[config.mk]
export PLATFORM = sky130hd
export DESIGN_NAME = adv7513_init_sequencer
export DESIGN_NICKNAME = d
export VERILOG_FILES = /design/src/rtl/adv7513_init_sequencer.sv
export SDC_FILE = /design/constraint.sdc
export NUM_CORES = 1
export LEC_CHECK = 0
export BUFFER_PORTS_ARGS = -buffer_cell sky130_fd_sc_hd__clkbuf_2
export CAP_MARGIN = 0
export CORE_UTILIZATION = 40
export CTS_CLUSTER_SIZE = 25
export DETAILED_ROUTE_END_ITERATION = 12
export PLACE_DENSITY_LB_ADDON = 0.2
export SYNTH_ARGS = -nofsm -noshare
export SYNTH_HDL_FRONTEND = slang
export SYNTH_SLANG_ARGS = --single-unit
[constraint.sdc]
create_clock -name Clock -period 3.4 [get_ports Clock]
set_clock_uncertainty 0.1 [all_clocks]
set_input_delay 0.34 -clock Clock [delete_from_list [all_inputs] [get_ports Clock]]
set_output_delay 0.34 -clock Clock [all_outputs]
set_load 0.005 [all_outputs]
[src/rtl/adv7513_init_sequencer.sv]
// Walks the fixed ADV7513 register table, issuing one I2C write per entry with NACK retry.
// One cycle from a response to the next command; Cmd_Valid is held until Cmd_Ready is seen.
module adv7513_init_sequencer #(
  parameter logic [6:0] DEV_ADDR      = 7'h39,
  parameter int         MAX_RETRIES   = 3,
  parameter int         SETTLE_CYCLES = 2000,
  parameter int         RETRY_GAP     = 16
) (
  input  logic       Clock,
  input  logic       Reset,
  input  logic       Start,
  output logic       Cmd_Valid,
  input  logic       Cmd_Ready,
  output logic [6:0] Cmd_Dev,
  output logic [7:0] Cmd_Reg,
  output logic [7:0] Cmd_Data,
  input  logic       Rsp_Valid,
  input  logic       Rsp_Nack,
  output logic       Busy,
  output logic       Done,
  output logic       Error,
  output logic [3:0] Fail_Index
);

  localparam int CNT_MAX  = (SETTLE_CYCLES > RETRY_GAP) ? SETTLE_CYCLES : RETRY_GAP;
  localparam int CNT_W    = $clog2(CNT_MAX + 1);
  localparam logic [3:0] LAST_IDX = 4'd11;

  typedef enum logic [2:0] {IDLE, ISSUE, WAIT_RSP, SETTLE, GAP, DONE, FAIL} state_t;

  function automatic logic [15:0] table_entry(input logic [3:0] idx);
    case (idx)
      4'd0:    table_entry = 16'h41_10;
      4'd1:    table_entry = 16'h98_03;
      4'd2:    table_entry = 16'h9A_E0;
      4'd3:    table_entry = 16'h9C_30;
      4'd4:    table_entry = 16'h9D_61;
      4'd5:    table_entry = 16'hA2_A4;
      4'd6:    table_entry = 16'hA3_A4;
      4'd7:    table_entry = 16'hE0_D0;
      4'd8:    table_entry = 16'hF9_00;
      4'd9:    table_entry = 16'h15_00;
      4'd10:   table_entry = 16'h16_30;
      4'd11:   table_entry = 16'hAF_04;
      default: table_entry = 16'h00_00;
    endcase
  endfunction

  state_t           state_q, state_d;
  logic [3:0]       idx_q, idx_d;
  logic [3:0]       retries_q, retries_d;
  logic [CNT_W-1:0] cnt_q, cnt_d;
  logic             start_q, start_d, start_prev_q, start_prev_d;
  logic             auto_q, auto_d, evt_q, evt_d;
  logic             cmd_valid_q, cmd_valid_d;
  logic [7:0]       cmd_reg_q, cmd_reg_d, cmd_data_q, cmd_data_d;
  logic             busy_q, busy_d, done_q, done_d, error_q, error_d;
  logic [3:0]       fail_idx_q, fail_idx_d;
  logic             load_cmd;
  logic [3:0]       load_idx;

  always_comb begin
    state_d      = state_q;
    idx_d        = idx_q;
    retries_d    = retries_q;
    cnt_d        = cnt_q;
    start_d      = Start;
    start_prev_d = start_q;
    auto_d       = 1'b0;
    // auto_q is set only by reset, giving exactly one start event after release
    evt_d        = auto_q | (start_q & ~start_prev_q);
    cmd_valid_d  = cmd_valid_q;
    cmd_reg_d    = cmd_reg_q;
    cmd_data_d   = cmd_data_q;
    done_d       = done_q;
    error_d      = error_q;
    fail_idx_d   = fail_idx_q;
    load_cmd     = 1'b0;
    load_idx     = idx_q;

    case (state_q)
      IDLE, DONE, FAIL: begin
        if (evt_q) begin
          state_d   = ISSUE;
          idx_d     = 4'd0;
          retries_d = 4'd0;
          done_d    = 1'b0;
          error_d   = 1'b0;
          load_cmd  = 1'b1;
          load_idx  = 4'd0;
        end
      end
      ISSUE: begin
        if (Cmd_Ready) begin
          state_d     = WAIT_RSP;
          cmd_valid_d = 1'b0;
        end
      end
      WAIT_RSP: begin
        if (Rsp_Valid) begin
          if (!Rsp_Nack) begin
            if (idx_q == 4'd0) begin
              state_d = SETTLE;
              cnt_d   = '0;
            end else if (idx_q == LAST_IDX) begin
              state_d = DONE;
              done_d  = 1'b1;
            end else begin
              state_d   = ISSUE;
              idx_d     = idx_q + 4'd1;
              retries_d = 4'd0;
              load_cmd  = 1'b1;
              load_idx  = idx_q + 4'd1;
            end
          end else if (retries_q < 4'(MAX_RETRIES)) begin
            state_d   = GAP;
            retries_d = retries_q + 4'd1;
            cnt_d     = '0;
          end else begin
            state_d    = FAIL;
            error_d    = 1'b1;
            fail_idx_d = idx_q;
          end
        end
      end
      SETTLE: begin
        if (cnt_q == CNT_W'(SETTLE_CYCLES - 1)) begin
          state_d   = ISSUE;
          idx_d     = 4'd1;
          retries_d = 4'd0;
          load_cmd  = 1'b1;
          load_idx  = 4'd1;
        end else begin
          cnt_d = cnt_q + 1'b1;
        end
      end
      GAP: begin
        if (cnt_q == CNT_W'(RETRY_GAP - 1)) begin
          state_d  = ISSUE;
          load_cmd = 1'b1;
        end else begin
          cnt_d = cnt_q + 1'b1;
        end
      end
      default: state_d = IDLE;
    endcase

    if (load_cmd) begin
      cmd_valid_d             = 1'b1;
      {cmd_reg_d, cmd_data_d} = table_entry(load_idx);
    end
    busy_d = !((state_d == IDLE) || (state_d == DONE) || (state_d == FAIL));
  end

  always_ff @(posedge Clock or posedge Reset) begin
    if (Reset) begin
      state_q      <= IDLE;
      idx_q        <= 4'd0;
      retries_q    <= 4'd0;
      cnt_q        <= '0;
      start_q      <= 1'b0;
      start_prev_q <= 1'b0;
      auto_q       <= 1'b1;
      evt_q        <= 1'b0;
      cmd_valid_q  <= 1'b0;
      cmd_reg_q    <= 8'h00;
      cmd_data_q   <= 8'h00;
      busy_q       <= 1'b0;
      done_q       <= 1'b0;
      error_q      <= 1'b0;
      fail_idx_q   <= 4'd0;
    end else begin
      state_q      <= state_d;
      idx_q        <= idx_d;
      retries_q    <= retries_d;
      cnt_q        <= cnt_d;
      start_q      <= start_d;
      start_prev_q <= start_prev_d;
      auto_q       <= auto_d;
      evt_q        <= evt_d;
      cmd_valid_q  <= cmd_valid_d;
      cmd_reg_q    <= cmd_reg_d;
      cmd_data_q   <= cmd_data_d;
      busy_q       <= busy_d;
      done_q       <= done_d;
      error_q      <= error_d;
      fail_idx_q   <= fail_idx_d;
    end
  end

  assign Cmd_Valid  = cmd_valid_q;
  assign Cmd_Dev    = DEV_ADDR;
  assign Cmd_Reg    = cmd_reg_q;
  assign Cmd_Data   = cmd_data_q;
  assign Busy       = busy_q;
  assign Done       = done_q;
  assign Error      = error_q;
  assign Fail_Index = fail_idx_q;

endmodule

# Word level (Yosys, flattened, before mapping)

Memories as Yosys holds them, arrays and structs flattened. A register that Yosys moved wholly into a read port is not among the register bits.
Index checks and enable logic that the tools add are counted.

Register bits: 42
ROM bits: 240
Bits of input ports: 6
Output and inout port bits: 31
Word-level logic and storage cells: 119
Memories: 1

Memory list:

| name            | words | width | rd ports | clocked after memory_dff | write ports | line | text |
|---|---|---|---|---|---|---|---|
| (no name shown) | 16    | 15    | 1        | 1                        | 0           | 32   | `case (idx)` |

$add $sub $neg: 3
Magnitude comparators: 1
Equality and inequality tests: 25
Multiplexer cells: 53
Bitwise gates (word level): 4
Reductions and logical operators: 18

Operators with widths:

| operator                                                                     | count |
|---|---|
| 11-bit 2-to-1 mux                                                            | 6 |
| 4-bit 2-to-1 mux                                                             | 13 |
| 11-bit one-hot mux with 3 select lines                                       | 1 |
| 3-bit 2-to-1 mux                                                             | 8 |
| 4-bit one-hot mux with 3 select lines                                        | 2 |
| 2-bit inequality test, second input constant                                 | 10 |
| 1-bit 2-to-1 mux                                                             | 18 |
| 3-bit equality test, second input constant                                   | 5 |
| 3-bit one-hot mux with 5 select lines                                        | 1 |
| 3-bit inequality test, second input constant                                 | 4 |
| 6-bit AND reduction                                                          | 2 |
| 11-bit by 1-bit adder with 11-bit output, second input constant              | 1 |
| 11-bit equality test, second input constant                                  | 1 |
| 11-bit by 4-bit equality test with 1-bit output, second input constant       | 1 |
| 4-bit by 1-bit adder with 4-bit output, second input constant                | 2 |
| 7-bit AND reduction                                                          | 1 |
| 3-bit by 2-bit equality test with 1-bit output, second input constant        | 2 |
| 3-bit zero test                                                              | 2 |
| 2-bit nonzero test                                                           | 3 |
| 3-bit nonzero test                                                           | 2 |
| 5-bit AND reduction                                                          | 1 |
| 4-bit equality test, second input constant                                   | 1 |
| 4-bit zero test                                                              | 1 |
| 4-bit by 2-bit less-than comparator with 1-bit output, second input constant | 1 |
| 12 further kinds                                                             | 15 |

# Logic depth before layout (Yosys ltp)

Gate-level depths: netlist of the first run.

Word-level depth: 10
Gate-level depth with buffers: 12
Depth with buffers taken out: 12

# Worst setup path after synthesis of the first run

No wires, ideal clock.

Path kind: register to register
Start: register cnt_q[0]
End: register cmd_reg_q[3], in the netlist Cmd_Reg[3]
Library setup time: 0.096 ns
Data arrival time: 2.885 ns
Data required time: 3.204 ns
Slack: 0.319 ns
Cell stages (with the launch flop): 11
Path buffers: 1
Cells stage by stage: dfrtp_1 ha_1 nand3_1 or4_4 buf_6 a211oi_1 o22ai_1 ha_1 nor3_1 nor2_1 o31ai_1

Longest elaborated chain between the ends: 3
Elaborated cells on any way between the ends: 7
Classes of those cells: 2 x eq/ne; 5 x mux

RTL lines:

| element                                                                                        | line     | text |
|---|---|---|
| start, declared                                                                                | 52       | `logic [CNT_W-1:0] cnt_q, cnt_d;` |
| start signal, assigned                                                                         | 176      | `cnt_q <= cnt_d;` |
| 11-bit by 4-bit equality test with 1-bit output or 11-bit equality test (tied branches)        | 138, 127 |  |
| 1-bit 2-to-1 mux, or another cell as far along                                                 | 138      | `if (cnt_q == CNT_W'(RETRY_GAP - 1)) begin` |
| 1-bit one-hot mux with 4 select lines or 4-bit one-hot mux with 3 select lines (tied branches) | 81       | `case (state_q)` |
| end, declared                                                                                  | 56       | `logic [7:0] cmd_reg_q, cmd_reg_d, cmd_data_q, cmd_data_d;` |

Parallel ways exist; a longest one is shown, timed or not.
A chain may end at the register's enable or synchronous reset.

# Final worst setup path of the first run

Start: register cnt_q[1]
End: register cmd_reg_q[0], in the netlist Cmd_Reg[0]

The elaborated chain is that of the path after synthesis.

==> impl_metrics.json, run 1 <==
{
  "power.leakage_uw": 0.00159,
  "power_per_cell_area_nw_per_um2": 746,
  "dpl.cell_count": 465,
  "power.share.switching_pct": 44.0,
  "finalNonFillerCells": 473,
  "path_class": "reg -> reg",
  "fin_area_sq_um": 3470,
  "dp_slack_ns": 0.257,
  "synth_top_area_share_pct": 38.1,
  "finalMaxSlewViolations": 0,
  "critical_path_required_ns": 3.52,
  "drtPass1Iterations": 4,
  "antenna_found_initial": 0,
  "worst_pin_slew_ns": 1.03,
  "hold_violations": 0,
  "ys_seq_area_share_pct": 38.9,
  "clock_path_buffers": 2,
  "fin_ws_ns": 0.285,
  "pwr-share-seq_pct": 35.5,
  "syn_to_final_growth_pct": 10.0,
  "grt_pass1_wl_um": 12500,
  "cts_buffers": 5,
  "synth-xor-area-share_pct": 1.94,
  "synth-main-ff-cell": "dfrtp_1",
  "num_antenna_cells": 0,
  "status": "finished, final reports clean",
  "synth_top_family_by_area": "simple AND/OR/NAND/NOR gates",
  "period_minus_slack_ns": 3.12,
  "post_cts_buffers": 0,
  "synth_warnings": 0,
  "ctsHoldBuffers": 0,
  "yosysUniqueCellTypes": 77,
  "start_util_pct": 41.0,
  "worstPathArrival_ns": 3.23,
  "synth.avg_cell_area_sq_um": 9.25,
  "start_kind": "flip-flop",
  "synthArstFlopShare_pct": 100,
  "cts.sinks": 49,
  "portBuffers": 28,
  "dpl-instance-area_sq_um": 3370,
  "ir_drop_uv": 244,
  "internal-power_uw": 1450,
  "hp-class": "in -> reg",
  "crit_fanout": 7,
  "core_area_sq_um": 7690,
  "hpwl_um": 5310,
  "drv_cap": 0,
  "synthTopCellsByArea": "dfrtp_1 38%, ha_1 4.4%, o21ai_0 3.8%",
  "ioPinCount": 37,
  "clk_latency_ns": 0.30,
  "grt-ovfl-total": 0,
  "viasPerCell": 5.50,
  "syn-instance-count": 341,
  "synth.area.mux_share_pct": 3.85,
  "synth-simple-area-share_pct": 21.8,
  "track_usage_pct": 18.9,
  "dieArea_sq_um": 8240,
  "wl_um": 7350,
  "die_h_um": 90.8,
  "vias": 2603,
  "grt_setup_unrepaired": "false",
  "rows": 32,
  "setup_viol": 0,
  "wl_per_cell_um": 15.5,
  "grt_pass1_vias": 2476,
  "synth-adder-area-share_pct": 4.36,
  "cp-end-kind": "flip-flop",
  "final_util_pct": 45.1,
  "switchingPower_uw": 1140,
  "yosys.area.top_type": "dfrtp_1",
  "cts-root-buf": "clkbuf_8",
  "grt_max_degree": 50,
  "final_antenna_net_count": 0,
  "die_width_um": 90.8,
  "drive_above_1_share_pct": 19.4,
  "synth_edf_count": 0,
  "combPwrFrac_pct": 50.6,
  "fin_nets": 387,
  "synth.most_common_cell": "dfrtp_1",
  "yosys-top-cells-count": "48 x dfrtp_1, 29 x nor2_1, 24 x o21ai_0, 23 x nand2_1",
  "cts_tree": "done",
  "period_share_pct": 91.6,
  "post_cts_resized": 0,
  "drc": 0,
  "yosys_register_bits": 49,
  "synth_compound_area_share_pct": 21.6,
  "pwr-share-clk_pct": 13.8,
  "place_congestion": 0.890,
  "clkTransAtPathRegs_ns": 0.09,
  "fin_setup_tns_ns": 0,
  "first_iter_violations": 142,
  "netlist_area_sq_um": 3150,
  "max_freq_mhz": 321,
  "relSlewSlack_pct": 31.1,
  "cts_max_level": 2
}
## per-layer routing
| metal | routed length, um | track usage, % |
|---|---|---|
| met1 | 3720 | 27.1 |
| met2 | 3250 | 28.5 |
| met3 | 267 | 3.79 |
| met4 | 110 | 5.95 |
| met5 | 0 | 0 |
## final timing paths
path / from / end / slack (ns) / depth (start not counted)
hold reg to reg: start_prev_d / start_prev_q / 0.28 / 0
hold / removal: Start / start_prev_d / 0.04 / 1
min in group asynchronous: Reset / Fail_Index[2] / 0.16 / 2
max in group asynchronous: Reset / cnt_q[0] / 2.34 / 2
setup / recovery: cnt_q[1] / Cmd_Reg[0] / 0.28 / 11
setup reg to reg: cnt_q[1] / Cmd_Reg[0] / 0.28 / 11
## cell usage in the layout (no fill, tap or decap), types with 6 or more instances in the layout
cell type,instances
buf_4,13
a31oi_1,7
nand3_1,10
ha_1,11
clkbuf_2,28
nor3_1,9
inv_1,13
o21ai_0,24
dfrtp_1,47
nand2_1,23
clkbuf_8,6
conb_1,9
o31ai_1,6
a21oi_1,14
nor2_1,29
## per-stage QoR
step / hold slack [ns] / total power [uW]
after floorplan: 0.254 / 1840
after global placement: 0.261 / 2210
after detailed placement: 0.261 / 2220
after CTS: 0.0312 / 2590
after global routing: 0.0309 / 2810
final: 0.0380 / 2590
## sequential cells by signal, summed over array words and instances (netlist names), 3 cells and up
signal,flops
cnt_q,11
Cmd_Reg,8
Cmd_Data,7
Fail_Index,4
idx_q,4
retries_q,4
state_q,3
## area by class of cell
| cell class | count | area (sq um) |
|---|---|---|
| flip-flops and latches | 49 | 1230 |
| clock buffers | 8 | 90.1 |
| fillers | 778 | 4220 |
| multi-input cells | 258 | 1730 |
| repair buffers | 41 | 238 |
| inverters | 15 | 56.3 |
| well taps | 102 | 128 |
## power by group through the flow
stage               clock network, uW  logic (uW)  registers (uW)
finish                            358        1310             919
global route                      394        1460             957
CTS                               376        1300             918
detailed placement                  0        1300             928
global placement                    0        1280             929
floorplan                           0         995             841
## cells by family (layout without fill, tap and decap cells)
| logic type | Yosys count | in the layout |
|---|---|---|
| AOI/OAI and AO/OA | 99 | 99 |
| xor gates and xnor gates | 7 | 7 |
| adders and majority gates | 11 | 11 |
| buffers and inverters | 41 | 64 |
| DFF | 49 | 49 |
| muxes | 11 | 11 |
| other | 2 | 9 |
| and+or+nand+nor | 121 | 121 |
## worst max-delay path, cell delays in order, from the launching register on
cell and delay (ns):
dfrtp_1 0.43, ha_1 0.22, nand3_1 0.14, or4_4 0.60, a211oi_1 0.33, o22ai_1 0.21, inv_1 0.16, ha_1 0.18
inv_1 0.09, nor3_1 0.24, a211oi_1 0.10, o31ai_2 0.23
(Power assumes the default switching activity.)
==> run 2: changes to the inputs <==
Settings changed: BUFFER_PORTS_ARGS -buffer_cell sky130_fd_sc_hd__clkbuf_2 to -buffer_cell sky130_fd_sc_hd__buf_4.
Clock period 3.4 ns to 3.95 ns, I/O delays scaled along.
==> run 2 against run 1 <==
Compared with the run above:
- final area rose by 1.1%
- final cell count fell by 1.3%
- core utilization rose by 0.50 points
- global-route usage rose by 0.077 points
- via count rose by 0.54%
- maximum frequency fell by 14%
- clock-buffer cell count fell by 1
- power fell by 13%
- die area did not move
- critical path depth fell by 1
- clock power fell by 6.1%
- non-clock buffer count fell by 6
==> impl_metrics.json, run 2 (same netlist as run 1, synthesis figures left out) <==
{
  "period_share_pct": 91.3,
  "core_area_sq_um": 7690,
  "start_kind": "flip-flop",
  "cts_max_level": 2,
  "die_h_um": 90.8,
  "holdPathStages": 1,
  "pwr-share-clk_pct": 14.9,
  "grt_setup_unrepaired": "false",
  "final_common_cell": "dfrtp_1",
  "grt-ovfl-total": 0,
  "largest_reg_flops": 11,
  "clk_latency_ns": 0.31,
  "dieArea_sq_um": 8240,
  "hp-class": "in -> reg",
  "viasPerCell": 5.60,
  "antenna_found_initial": 0,
  "fin_nets": 381,
  "hold_violations": 0,
  "finalMaxSlewViolations": 0,
  "relSlewSlack_pct": 32.9,
  "path_class": "reg -> reg",
  "largest-register": "cnt_q",
  "timing.hold.ws_ns": 0.0925,
  "period_minus_slack_ns": 3.61,
  "wl_per_cell_um": 15.5,
  "fin_setup_tns_ns": 0,
  "power_per_cell_area_nw_per_um2": 642,
  "combPwrFrac_pct": 49.7,
  "portBuffers": 28,
  "internal-power_uw": 1270,
  "track_usage_pct": 18.9,
  "holdCritStartpoint": "Start",
  "cp-end-kind": "flip-flop",
  "worst_pin_slew_ns": 1.01,
  "grt_use_met2_pct": 29.0,
  "r2r_cells": 10,
  "cts_tree": "done",
  "grt_max_degree": 50,
  "final_cell_mix": "48 x dfrtp_1, 35 x buf_4, 29 x nor2_1",
  "clock_path_buffers": 2,
  "num_antenna_cells": 0,
  "critical_path_required_ns": 4.07,
  "first_iter_violations": 166,
  "cts_buffers": 5,
  "status": "finished, final reports clean",
  "crit_fanout": 7,
  "grt_pass1_wl_um": 12700,
  "grt_use_met3_pct": 2.78,
  "setup_viol": 0,
  "ctsHoldBuffers": 0,
  "startpoint": "idx_q[0]",
  "start_util_pct": 41.0,
  "power.share.switching_pct": 43.6,
  "power.total_uw": 2250,
  "switchingPower_uw": 982,
  "die_width_um": 90.8,
  "drtPass1Iterations": 4,
  "cts-root-buf": "clkbuf_8",
  "final_antenna_net_count": 0,
  "drc": 0,
  "ir_drop_uv": 223,
  "wl_um": 7250,
  "met1_usage_pct": 27.5,
  "power.leakage_uw": 0.00159,
  "syn_to_final_growth_pct": 11.2,
  "final_util_pct": 45.6,
  "place_congestion": 0.825,
  "grt.busiest_layer": "met2",
  "ioPinCount": 37,
  "vias": 2617,
  "max_freq_mhz": 277,
  "rows": 32,
  "cts.sinks": 49,
  "r2r_start": "idx_q[0]",
  "clkTransAtPathRegs_ns": 0.09,
  "worstPathArrival_ns": 3.73,
  "grt_pass1_vias": 2499,
  "hpwl_um": 5270,
  "dpl-instance-area_sq_um": 3400,
  "pwr-share-seq_pct": 35.4,
  "drive_above_1_share_pct": 18.4,
  "drv_cap": 0,
  "fin_area_sq_um": 3510,
  "num-fill-cells": 783
}
run 2: cell count changes in the layout (fill, tap and decap cells not counted), sizes merged:
cell    delta
inv        +1
clkbuf    -29
buf       +22
run 2: critical path, cell delays in order (launching register included):
cell	delay [ns]
dfrtp_1	0.46
ha_1	0.31
mux2i_1	0.24
o21ai_0	0.15
o2111a_1	0.26
nor3_1	0.68
inv_1	0.23
ha_1	0.39
nor3_1	0.36
nor2_1	0.10
o31ai_1	0.23
run 2: power groups by stage:
| stage | combinational, uW | clock (uW) | sequential (uW) |
|---|---|---|---|
| after floorplan | 856 | 0 | 724 |
| after global placement | 1110 | 0 | 800 |
| after detailed placement | 1110 | 0 | 808 |
| after CTS | 1120 | 347 | 795 |
| after global routing | 1270 | 359 | 822 |
| final | 1120 | 336 | 797 |
run 2: cell type report:
type	count	area [sq um]	area share, %
multi-input cells	258	1730	49.3
flip-flops and latches	49	1230	35.0
repair buffers	35	263	7.49
well taps	102	128	3.64
clock buffers	7	96.3	2.75
inverters	15	56.3	1.60
clock inverters	1	8.76	0.250
run 2: worst paths after layout:
path / to / slack (ns)
max: Cmd_Reg[3] / 0.34
min: start_prev_d / 0.09
max reg2reg: Cmd_Reg[3] / 0.34
min reg2reg: start_prev_q / 0.29
max in group asynchronous: cnt_q[0] / 2.90
min in group asynchronous: Cmd_Reg[0] / 0.23
run 2: per-stage QoR:
stage	worst slack (ns)	instances
after floorplan	0.869	348
after CTS	0.234	467
final	0.343	467
after global routing	0.0197	467
after global placement	0.253	459
after detailed placement	0.260	459
run 2: metal layers:
metal	up-vias	part of all wire (%)	routed length [um]
li1	1288	-	-
met1	1274	51	3670
met2	47	45	3240
met3	8	3.5	252
met4	0	1.3	92
met5	-	0	0
run 2: what timing repair did:
action                                  in CTS  in global routing
buffers inserted                             0                  0
endpoints found under the setup margin       0                  4
resized for setup                            0                  1
==> run 3: changes to the inputs <==
Settings changed: REMOVE_ABC_BUFFERS set to 1.
==> run 3 against run 2 <==
Compared with the run above:
- sequential cell count unchanged
- worst hold slack better by 0.0036 ns
- core utilization about the same
- combinational power about the same
- sequential power about the same
- setup slack better by 0.21 ns
- clock-buffer cell count unchanged
- maximum frequency up 6.3%
- wire length up 1.7%
==> impl_metrics.json, run 3 (same netlist as run 1, synthesis figures left out) <==
{
  "grt_pass1_wl_um": 12700,
  "drive_above_1_share_pct": 18.2,
  "drc": 0,
  "wl_um": 7370,
  "rows": 32,
  "holdPathStages": 1,
  "wl_per_cell_um": 15.7,
  "dieArea_sq_um": 8240,
  "crit_fanout": 7,
  "worst_pin_slew_ns": 1.03,
  "finalMaxSlewViolations": 0,
  "fin_setup_tns_ns": 0,
  "grt_pass1_vias": 2528,
  "antenna_found_initial": 0,
  "cts_max_level": 2,
  "die_h_um": 90.8,
  "seqCellArea_sq_um": 1230,
  "switchingPower_uw": 982,
  "r2r_slack_ns": 0.56,
  "track_usage_pct": 19.1,
  "cts.sinks": 49,
  "grt_setup_unrepaired": "false",
  "cts-root-buf": "clkbuf_8",
  "combPwrFrac_pct": 51.3,
  "grt-ovfl-total": 0,
  "ctsHoldBuffers": 0,
  "relSlewSlack_pct": 31.7,
  "viasPerCell": 5.56,
  "fin_ws_ns": 0.557,
  "hold_end": "start_prev_d",
  "vias": 2612,
  "drv_cap": 0,
  "num-fill-cells": 804,
  "pwr-share-seq_pct": 35.6,
  "fin_nets": 384,
  "holdCritStartpoint": "Start",
  "clkTransAtPathRegs_ns": 0.09,
  "grt_max_degree": 50,
  "cts_tree": "done",
  "hpwl_um": 5430,
  "ir_drop_uv": 237,
  "cp-end-kind": "flip-flop",
  "first_iter_violations": 172,
  "worstPathArrival_ns": 3.51,
  "largest-register": "cnt_q",
  "drtPass1Iterations": 4,
  "power_per_cell_area_nw_per_um2": 638,
  "die_width_um": 90.8,
  "startpoint": "cnt_q[0]",
  "core_area_sq_um": 7690,
  "post_cts_resized": 0,
  "r2r_cells": 10,
  "status": "finished, final reports clean",
  "dp_slack_ns": 0.647,
  "place_congestion": 0.882,
  "critical_path_required_ns": 4.07,
  "final_common_cell": "dfrtp_1",
  "pwr-share-clk_pct": 13.1,
  "power.leakage_uw": 0.00158,
  "path_class": "reg -> reg",
  "syn_to_final_growth_pct": 11.1,
  "num_antenna_cells": 0,
  "period_minus_slack_ns": 3.39,
  "multi_input_area_sq_um": 1720,
  "cts_buffers": 5,
  "start_kind": "flip-flop",
  "worstReg2RegEnd": "Cmd_Reg[7]",
  "setup_viol": 0,
  "ioPinCount": 37,
  "clock_path_buffers": 2,
  "final_antenna_net_count": 0,
  "internal-power_uw": 1250,
  "hold_violations": 0,
  "post_cts_buffers": 0,
  "power.share.switching_pct": 43.9,
  "final_cell_mix": "48 x dfrtp_1, 38 x buf_4, 29 x nor2_1",
  "r2r_start": "cnt_q[0]",
  "clk_latency_ns": 0.30,
  "start_util_pct": 41.0,
  "largest_reg_flops": 11,
  "period_share_pct": 85.9,
  "hp-class": "in -> reg",
  "portBuffers": 28,
  "max_freq_mhz": 295
}
## run 3: cell count changes in the layout (fill, tap and decap cells not counted)
cell	delta
clkinvlp_4	+1
a211oi_1	+1
buf_4	+3
a211oi_2	-1
inv_6	-1
clkbuf_1	+2
clkbuf_8	-2
## run 3: worst max-delay path by stage
stage	depth (start not counted)	slack, ns	to
after floorplan	10	0.91	Cmd_Reg[3]
after global placement	10	0.77	Cmd_Reg[7]
after detailed placement	10	0.65	Cmd_Reg[7]
after CTS	10	0.61	Cmd_Reg[7]
after global routing	9	0.29	Cmd_Reg[7]
final	10	0.56	Cmd_Reg[7]
## run 3: metal layers
| metal | wire, um | GRT usage, % | vias to the layer above |
|---|---|---|---|
| li1 | - | - | 1282 |
| met1 | 3590 | 27.1 | 1265 |
| met2 | 3430 | 30.1 | 58 |
| met3 | 275 | 2.78 | 7 |
| met4 | 84 | 6.08 | 0 |
| met5 | 0 | 0 | - |
## run 3: per-stage QoR
stage | cells | utilization [%] | power (uW) | instance area (sq um) | hold slack, ns
finish | 470 | 45.6 | 2240 | 3500 | 0.0961
floorplan | 322 | - | 1510 | 3010 | 0.254
global route | 470 | 45.6 | 2440 | 3500 | 0.0732
CTS | 470 | 45.6 | 2260 | 3500 | 0.0857
global placement | 462 | 44.5 | 1920 | 3420 | 0.257
detailed placement | 462 | 44.5 | 1950 | 3420 | 0.277
## run 3: worst max-delay path, cell delays in order (launching register included)
cell,delay (ns)
dfrtp_1,0.47
ha_1,0.23
nand3_1,0.15
or4_4,0.61
a211oi_1,0.28
buf_4,0.17
o22ai_1,0.21
ha_1,0.39
nor3_1,0.35
nor2_1,0.10
o31ai_1,0.24
## run 3: cell type report
class	count	area share, %
timing repair buffer	38	8.14
sequential	49	35.0
multi-input combinational	258	49.2
tap	102	3.64
clock buffer	7	2.18
clock inverter	1	0.214
inverter	15	1.61
## run 3: power by group through the flow
stage,Clock [uW],Sequential [uW],Combinational [uW]
3_5_place_dp,0,806,1150
4_1_cts,307,796,1150
2_1_floorplan,0,788,724
5_1_grt,331,820,1280
6_report,294,797,1150
3_3_place_gp,0,797,1130
